**config.mk**
```make
export PLATFORM = sky130hd
export DESIGN_NAME = coeff_block_assembler_flat
export DESIGN_NICKNAME = d
export VERILOG_FILES = /design/src/rtl/coeff_block_assembler_if.sv /design/src/rtl/coeff_block_assembler.sv /design/src/flat_wrapper.sv
export SDC_FILE = /design/constraint.sdc
export NUM_CORES = 2
export LEC_CHECK = 0
export ABC_AREA = 0
export BUFFER_PORTS_ARGS = -buffer_cell sky130_fd_sc_hd__buf_2
export CORE_ASPECT_RATIO = 1.25
export CORE_MARGIN = 5
export CORE_UTILIZATION = 48
export CTS_BUF_LIST = sky130_fd_sc_hd__clkbuf_4 sky130_fd_sc_hd__clkbuf_8
export DETAILED_ROUTE_END_ITERATION = 16
export GPL_TIMING_DRIVEN = 0
export PLACE_DENSITY = 0.81
export SYNTH_ARGS = -nofsm -noshare
export SYNTH_HDL_FRONTEND = slang
export SYNTH_SLANG_ARGS = --single-unit
```
**constraint.sdc**
```tcl
create_clock -name clk -period 8.66 [get_ports clk]
set_input_delay 1.732 -clock clk [delete_from_list [all_inputs] [get_ports clk]]
set_output_delay 1.732 -clock clk [all_outputs]
set_load 0.01 [all_outputs]
```
**src/rtl/coeff_block_assembler_if.sv**
```systemverilog
`default_nettype none
// ============================================================================
// Module   : coeff_block_assembler_if
// Brief    : Symbol input and block output bundle of the coefficient assembler.
// Revision : 1.0 - initial release
// ============================================================================
interface coeff_block_assembler_if #(
  parameter int COEF_W     = 12,
  parameter int RUN_W      = 4,
  parameter int BLOCK_SIZE = 64
) ();
  logic                         in_valid;
  logic                         in_ready;
  logic                         in_ac;
  logic [RUN_W-1:0]             in_run;
  logic signed [COEF_W-1:0]     in_value;
  logic                         out_valid;
  logic                         out_ready;
  logic [BLOCK_SIZE*COEF_W-1:0] out_data;
  logic                         out_err;
  logic [15:0]                  blocks_done;

  // master: symbol producer / block consumer side
  modport master (
    output in_valid, in_ac, in_run, in_value, out_ready,
    input  in_ready, out_valid, out_data, out_err, blocks_done
  );

  modport slave (
    input  in_valid, in_ac, in_run, in_value, out_ready,
    output in_ready, out_valid, out_data, out_err, blocks_done
  );
endinterface
`default_nettype wire

```
**src/rtl/coeff_block_assembler.sv**
```systemverilog
`default_nettype none
// ============================================================================
// Module   : coeff_block_assembler
// Brief    : Expands (run, value) symbols into ping-pong coefficient blocks.
// Revision : 1.0 - initial release
// ============================================================================
module coeff_block_assembler #(
  parameter int COEF_W     = 12,
  parameter int RUN_W      = 4,
  parameter int BLOCK_SIZE = 64,
  parameter int ZIGZAG     = 1
) (
  input  wire logic              clk,
  input  wire logic              rst,
  coeff_block_assembler_if.slave bus
);

  localparam int               c_iw       = (BLOCK_SIZE > 1) ? $clog2(BLOCK_SIZE) : 1;
  localparam int               c_pw       = $clog2(BLOCK_SIZE) + RUN_W + 1;
  localparam int               c_dw       = BLOCK_SIZE * COEF_W;
  localparam logic [RUN_W-1:0] c_zrl_run  = '1;
  localparam logic [c_pw-1:0]  c_bs       = c_pw'(BLOCK_SIZE);
  localparam logic [c_pw-1:0]  c_zrl_step = c_pw'(2 ** RUN_W);

  logic [c_dw-1:0] r_bank [2];
  logic [1:0]      r_full;
  logic [1:0]      r_err;
  logic            r_fb;
  logic            r_db;
  logic [c_pw-1:0] r_pos;
  logic [15:0]     r_done;

  logic [c_pw-1:0] w_t;
  logic [c_pw-1:0] w_zrl_pos;
  logic [c_pw-1:0] w_pos_nxt;
  logic [c_iw-1:0] w_idx;
  logic            w_wr;
  logic            w_close;
  logic            w_err;
  logic            w_acc;
  logic            w_drain;

  if (ZIGZAG != 0 && BLOCK_SIZE != 64) begin : g_bad_zigzag
    $error("coeff_block_assembler: ZIGZAG requires BLOCK_SIZE == 64");
  end

  if (ZIGZAG != 0) begin : g_zz
    // Natural (row-major) index for each zig-zag scan position
    localparam logic [5:0] c_zz [64] = '{
       0,  1,  8, 16,  9,  2,  3, 10, 17, 24, 32, 25, 18, 11,  4,  5,
      12, 19, 26, 33, 40, 48, 41, 34, 27, 20, 13,  6,  7, 14, 21, 28,
      35, 42, 49, 56, 57, 50, 43, 36, 29, 22, 15, 23, 30, 37, 44, 51,
      58, 59, 52, 45, 38, 31, 39, 46, 53, 60, 61, 54, 47, 55, 62, 63
    };
    assign w_idx = c_iw'(c_zz[w_t[5:0]]);
  end else begin : g_nat
    assign w_idx = w_t[c_iw-1:0];
  end

  assign w_t       = bus.in_ac ? (r_pos + c_pw'(bus.in_run)) : '0;
  assign w_zrl_pos = r_pos + c_zrl_step;
  assign w_acc     = bus.in_valid && !r_full[r_fb];
  assign w_drain   = r_full[r_db] && bus.out_ready;

  always_comb begin
    w_wr      = 1'b0;
    w_close   = 1'b0;
    w_err     = 1'b0;
    w_pos_nxt = r_pos;
    if (!bus.in_ac) begin
      if (r_pos == '0) begin
        w_wr      = 1'b1;
        w_pos_nxt = c_pw'(1);
      end else begin
        w_err   = 1'b1;
        w_close = 1'b1;
      end
    end else if (bus.in_value == '0 && bus.in_run == '0) begin
      w_close = 1'b1;
    end else if (bus.in_value == '0 && bus.in_run == c_zrl_run) begin
      w_pos_nxt = w_zrl_pos;
      w_close   = (w_zrl_pos >= c_bs);
      w_err     = (w_zrl_pos > c_bs);
    end else if (w_t < c_bs) begin
      w_wr      = 1'b1;
      w_pos_nxt = w_t + 1'b1;
    end else begin
      w_err   = 1'b1;
      w_close = 1'b1;
    end
    if (w_wr && w_pos_nxt == c_bs) begin
      w_close = 1'b1;
    end
  end

  // Fill and drain always target different banks, so both may act in one cycle
  always_ff @(posedge clk) begin
    if (rst) begin
      r_bank[0] <= '0;
      r_bank[1] <= '0;
      r_full    <= '0;
      r_err     <= '0;
      r_fb      <= 1'b0;
      r_db      <= 1'b0;
      r_pos     <= '0;
      r_done    <= '0;
    end else begin
      if (w_acc) begin
        if (w_wr) begin
          r_bank[r_fb][w_idx*COEF_W +: COEF_W] <= bus.in_value;
        end
        if (w_err) begin
          r_err[r_fb] <= 1'b1;
        end
        if (w_close) begin
          r_full[r_fb] <= 1'b1;
          r_fb         <= ~r_fb;
          r_pos        <= '0;
        end else begin
          r_pos <= w_pos_nxt;
        end
      end
      if (w_drain) begin
        r_bank[r_db] <= '0;
        r_full[r_db] <= 1'b0;
        r_err[r_db]  <= 1'b0;
        r_db         <= ~r_db;
        r_done       <= r_done + 16'd1;
      end
    end
  end

  assign bus.in_ready    = !r_full[r_fb];
  assign bus.out_valid   = r_full[r_db];
  assign bus.out_data    = r_bank[r_db];
  assign bus.out_err     = r_err[r_db];
  assign bus.blocks_done = r_done;

endmodule
`default_nettype wire

```
**src/flat_wrapper.sv**
```systemverilog
// flat-port wrapper written by rule: the top's interface ports become plain ports
module coeff_block_assembler_flat 
#(
  parameter int COEF_W     = 12,
  parameter int RUN_W      = 4,
  parameter int BLOCK_SIZE = 64,
  parameter int ZIGZAG     = 1
)
  (clk, rst, bus_in_valid, bus_in_ac, bus_in_run, bus_in_value, bus_out_ready, bus_in_ready, bus_out_valid, bus_out_data, bus_out_err, bus_blocks_done);
  coeff_block_assembler_if #(.COEF_W(COEF_W), .RUN_W(RUN_W), .BLOCK_SIZE(BLOCK_SIZE)) bus_i ();
  input  wire logic clk;
  input  wire logic rst;
  input wire logic [$bits(bus_i.in_valid)-1:0] bus_in_valid;
  input wire logic [$bits(bus_i.in_ac)-1:0] bus_in_ac;
  input wire logic [$bits(bus_i.in_run)-1:0] bus_in_run;
  input wire logic [$bits(bus_i.in_value)-1:0] bus_in_value;
  input wire logic [$bits(bus_i.out_ready)-1:0] bus_out_ready;
  output wire logic [$bits(bus_i.in_ready)-1:0] bus_in_ready;
  output wire logic [$bits(bus_i.out_valid)-1:0] bus_out_valid;
  output wire logic [$bits(bus_i.out_data)-1:0] bus_out_data;
  output wire logic [$bits(bus_i.out_err)-1:0] bus_out_err;
  output wire logic [$bits(bus_i.blocks_done)-1:0] bus_blocks_done;
  assign bus_i.in_valid = bus_in_valid;
  assign bus_i.in_ac = bus_in_ac;
  assign bus_i.in_run = bus_in_run;
  assign bus_i.in_value = bus_in_value;
  assign bus_i.out_ready = bus_out_ready;
  assign bus_in_ready = bus_i.in_ready;
  assign bus_out_valid = bus_i.out_valid;
  assign bus_out_data = bus_i.out_data;
  assign bus_out_err = bus_i.out_err;
  assign bus_blocks_done = bus_i.blocks_done;
  coeff_block_assembler #(.COEF_W(COEF_W), .RUN_W(RUN_W), .BLOCK_SIZE(BLOCK_SIZE), .ZIGZAG(ZIGZAG)) u_core (.clk(clk), .rst(rst), .bus(bus_i));
endmodule
```
## After elaboration in Yosys (flattened, before gate mapping)

Memories as Yosys holds them, arrays and structs flattened. A register that Yosys moved wholly into a read port is not among the register bits.
Cells that the tools add are included.

- Add/subtract/negate cells: 5
- Multipliers: 1
- Div/mod/pow operators: 0
- Order comparisons: 8
- Equality and inequality tests: 2
- Shift operators: 2
- Multiplexer cells: 58
- Bitwise logic cells: 8
- Reduce and logical (&&, ||, !) cells: 14

Operators by type and width:

| cell | count |
|---|---|
| 2-to-1 mux 768 bit | 4 |
| OR reduction 768 bit | 2 |
| variable shift 12 x 34 -> 768 bit, first input constant | 1 |
| variable part select 12 x 34 -> 768 bit | 1 |
| 2-to-1 mux 11 bit | 7 |
| 2-to-1 mux 1 bit | 35 |
| negator 10 -> 34 bit | 1 |
| adder 16 x 1 -> 16 bit, second input constant | 1 |
| 2-to-1 mux 2 bit | 8 |
| zero test 12 bit | 1 |
| 2-to-1 mux 6 bit | 2 |
| adder 11 x 1 -> 11 bit, second input constant | 1 |
| adder 11 x 4 -> 11 bit | 1 |
| adder 11 x 5 -> 11 bit, second input constant | 1 |
| equality test 11 x 7 -> 1 bit, second input constant | 1 |
| greater-or-equal comparator 11 x 7 -> 1 bit, second input constant | 1 |
| > comparator 11 x 7 -> 1 bit, second input constant | 1 |
| zero test 11 bit | 1 |
| < comparator 11 x 7 -> 1 bit, second input constant | 1 |
| multiplier 6 x 2 -> 8 bit, second input constant | 1 |
| greater-or-equal comparator 7 bit, second input constant | 1 |
| logical AND 1 bit | 7 |
| inverter 6 -> 7 bit | 1 |
| AND 2 bit | 2 |
| other kinds (10) | 15 |

- Flip-flop bits (word level): 33
- Bits in latches: 0
- Bits in writable memories: 1536
- Memory bits (read-only): 384
- Input bits: 21
- Output and inout bits: 787
- Word-level logic and storage cells: 106
- Memories kept: 2

Memory list:

| name | words | width | rd ports | clocked after Yosys merged registers in | wr ports | RTL line | RTL |
|---|---|---|---|---|---|---|---|
| u_core.r_bank | 2 | 768 | 1 | 1 | 2 | coeff_block_assembler.sv:25 | `logic [c_dw-1:0] r_bank [2];` |
| (name not given) | 64 | 6 | 1 | 0 | 0 | coeff_block_assembler.sv:55 | `assign w_idx = c_iw'(c_zz[w_t[5:0]]);` |

## Depth between registers and ports, before layout

- Depth after elaboration: 15
- Mapped depth: 31
- Depth with buffers taken out: 28

## Worst setup path after synthesis

Ideal clock, no wire load.

- Path kind: input port to flip-flop
- Start point: input port bus_in_run[0]
- End point: memory u_core.r_bank[0][628] in the netlist's numbering
- Setup time: 128 ps
- Arrival time: 8719 ps
- Required time: 8532 ps
- Path slack: -188 ps
- Cell stages on the path: 31
- Path buffers: 4
- Cell sequence: ha_1 -> fa_1 -> nand2_1 -> inv_1 -> ha_1 -> nand2b_1 -> a21oi_1 -> o41ai_1 -> a21oi_1 -> nor4_2 -> nor2_1 -> inv_1 -> buf_2 -> ha_1 -> inv_1 -> fa_1 -> xor2_1 -> nand3_1 -> nor2_1 -> nand3_1 -> nor3_1 -> ha_1 -> clkbuf_1 -> a41oi_2 -> nand4_1 -> nor2_1 -> buf_1 -> clkbuf_1 -> nand2_1 -> nand3_1 -> o21ai_0

RTL lines:

| item | RTL line | RTL |
|---|---|---|
| from (decl) | flat_wrapper.sv:15 | `input wire logic [$bits(bus_i.in_run)-1:0] bus_in_run;` |
| to (decl) | coeff_block_assembler.sv:25 |  |

==> impl_metrics.yaml <==
die:
  dieArea_sq_mm: 0.146
  ioPinCount: 808
  core_sq_mm: 0.137
  dieWidth_microns: 343
  start_util_pct: 48.3
  die_h_microns: 426
  row_count: 152
status:
  status: "complete, but fails checks"
  violations: "max-capacitance violations, max-slew violations"
grt:
  grt_pass1_wl_microns: 519000
  antenna_found_initial: 48
  grt_max_degree: 18
  grt_pass1_vias: 65800
  grt_usage_pct: 51.1
  grt.overflow.total: 0
final_layout:
  area_growth_pct: 20.8
  fin_nets: 8628
  drive_above_1_share_pct: 27.4
  n_fill_cell: 12300
  post-route-util_pct: 58.4
pwr:
  clock_power_share_pct: 35.4
  comb_power_share_pct: 27.2
  power_per_cell_area_mw_per_mm2: 242
  switching_share_pct: 39.2
  seqPwrFrac_pct: 37.4
  intPower_mw: 11.8
  total_power_mw: 19.4
  p_leak_nw: 31.3
  irDropWorstVdd_mv: 0.145
  switching_power_mw: 7.61
worst_setup_path:
  worst-path-buf-inv: 6
  cp_max_fo: 10
  crit_family: "simple AND/OR/NAND/NOR gates"
  slowest_stage: "nor3_1"
  cp-end-kind: "register"
  rrSetupSlack_ns: 0.49
  required_ns: 9.61
  cp.arrival_ns: 9.58
  cp-start-kind: "input pin"
  slowest_delay_ns: 0.85
  crit_type: "input pin to register"
timing:
  hold_viol: 0
  fmax_mhz: 116
  period_share_pct: 99.6
  fin_ws_ns: 0.0317
  fin_crit_ns: 8.63
  relSlewSlack_pct: -15.7
  drv_slew: 371
  rsz0062_at_grt: "yes"
  worstMarginPinSlew_ns: 1.74
  setup_viol: 0
  finalSetupTns_ns: 0
  fin_skew_ns: 0.0596
route:
  via_per_inst: 6.76
  wl_per_cell_microns: 36.8
  drtPass1Iterations: 9
  drt_iter0_drc: 11600
  vias: 72100
  wl_microns: 392000
  antenna_left: 0
  drc_errors: 0
placed_design:
  place_ws_ns: -5.37
  finalWeightedCongestion: 1.09
  place.port_buffers: 798
  dp_hpwl_microns: 296000
clock_tree:
  ctsHoldBuffers: 0
  cts_tree: "yes"
  cts.sinks: 1570
  clkLatencyLatePin_ns: 1.06
  clk_root_buffer_cell: "clkbuf_8"
  clk_pin_slew_ns: 0.06
  htree_levels: 4
  clk_path_buf_depth: 3
  numCtsBuffers: 232
logic_synthesis:
  synth-main-ff-cell: "dfxtp_1"
  ys_seq_elements: 1570
  synth_seq_area_share_pct: 47.4
  syn_area_per_cell_sq_um: 8.87
  synth.cell_area_sq_mm: 0.0664
  syn_inst: 7486
  synth_cell_types: 81
  synth_fp_nets: 7541
  async_reset_ff_share_pct: 0
  synth-edff-count: 0
  ys_warn_count: 0
run:
  drv_cap: 36
hold_path:
  worstHoldPathType: "register to register"
kinds of logic after synthesis:
kind of cell / synth area share (%)
DFF: 47.4
xor gates and xnor gates: 0.434
adders and majority gates: 0.664
AOI/OAI and AO/OA: 15.2
muxes: 14.2
and+or+nand+nor: 19.0
buffers and inverters: 3.14
repair_timing:
action	4_1_cts	5_1_grt
cloned	0	0
resized for setup	241	123
setup buffers	24	11
setup endpoints to repair	1536	1525
pin swaps	16	11
hold endpoints to repair	0	0
cell type report:
cell class	count	area [sq um]	area share [%]
diodes	33	82.6	0.103
clock buffers	369	4680	5.83
well taps	1848	2310	2.88
plain buffers	500	2380	2.97
repair buffers	859	4670	5.83
clock inverters	65	599	0.747
flip-flops and latches	1570	31400	39.2
multi-input cells	5382	33900	42.3
inverters	28	108	0.134
metal layers:
| metal | global-route usage, % | vias to the layer above | share of wire (%) |
|---|---|---|---|
| met5 | 0 | - | 0.066 |
| met4 | 51.9 | 28 | 13 |
| met3 | 18.8 | 1774 | 14 |
| li1 | - | 29400 | - |
| met2 | 71.7 | 6339 | 40 |
| met1 | 58.2 | 34500 | 33 |
state kept, by name (all words and copies together) (netlist names), named ones only:
register / flops
u_core.bus.blocks_done: 16
u_core.r_fb: 1
u_core.r_full: 2
u_core.r_bank: 1536
u_core.r_err: 2
u_core.r_db: 1
u_core.r_pos: 11
worst paths after layout:
kind / from / to / cells past startpoint
max: bus_in_run[0] / u_core.r_bank[0][474] / 25
min reg2reg: u_core.r_bank[0][687] / u_core.r_bank[0][687] / 2
max reg2reg: u_core.r_pos[0] / u_core.r_bank[0][474] / 24
min: u_core.r_bank[0][687] / u_core.r_bank[0][687] / 2
stage by stage:
step / std cells / instance area [sq um] / hold WS [ns]
4_1_cts: 10600 / 79600 / 0.455
5_1_grt: 10600 / 80100 / 0.479
3_3_place_gp: 10100 / 72700 / 0.428
6_report: 10700 / 80200 / 0.456
2_1_floorplan: 7486 / 66400 / 0.420
3_5_place_dp: 10200 / 73100 / 0.439
layout by cell type, fill, tap and decap left out, types with 21 or more instances in the layout:
master,n
nand2_1,702
ha_1,30
a22oi_1,23
buf_2,835
clkbuf_1,293
a22o_1,29
nor2_1,135
o31ai_1,123
mux2i_1,62
and3_1,21
clkinv_2,43
nand2b_1,44
inv_1,26
clkbuf_8,308
clkbuf_2,52
clkbuf_4,78
dfxtp_1,1570
o21ai_0,1340
or3_1,25
mux2_2,783
buf_4,48
buf_1,65
nor3_1,32
nor2_2,24
buf_6,21
diode_2,33
nand3_1,1506
a21oi_1,107
power groups by stage:
stage | Sequential, mW | Clock [mW] | Combinational [mW]
2_1_floorplan | 7.40 | 0 | 1.92
3_3_place_gp | 7.41 | 0 | 4.37
3_5_place_dp | 7.41 | 0 | 4.42
4_1_cts | 7.25 | 6.73 | 4.74
5_1_grt | 7.24 | 7.08 | 5.07
6_report | 7.25 | 6.87 | 5.28
synth_stat cells (21+ instances only):
cell | count | area (sq um)
and3_1 | 21 | 131
buf_2 | 63 | 315
a22oi_1 | 23 | 173
nor4_1 | 21 | 131
or3_1 | 25 | 156
mux2_2 | 783 | 8820
nand3_1 | 1517 | 7590
a22o_1 | 29 | 254
clkbuf_1 | 366 | 1370
nor3_1 | 46 | 230
o31ai_1 | 123 | 923
a21oi_1 | 111 | 556
dfxtp_1 | 1570 | 31400
inv_1 | 28 | 105
mux2i_1 | 62 | 621
buf_1 | 77 | 289
o22ai_1 | 23 | 144
nand2b_1 | 44 | 275
nor2_1 | 172 | 646
o21ai_0 | 1345 | 6730
ha_1 | 32 | 400
nand2_1 | 718 | 2700
worst min-delay path, stage by stage, from the launching register on:
cell	delay [ns]
dfxtp_1	0.32
nand2_1	0.04
o21ai_0	0.06
No activity file was read; power rests on OpenSTA's default activity.
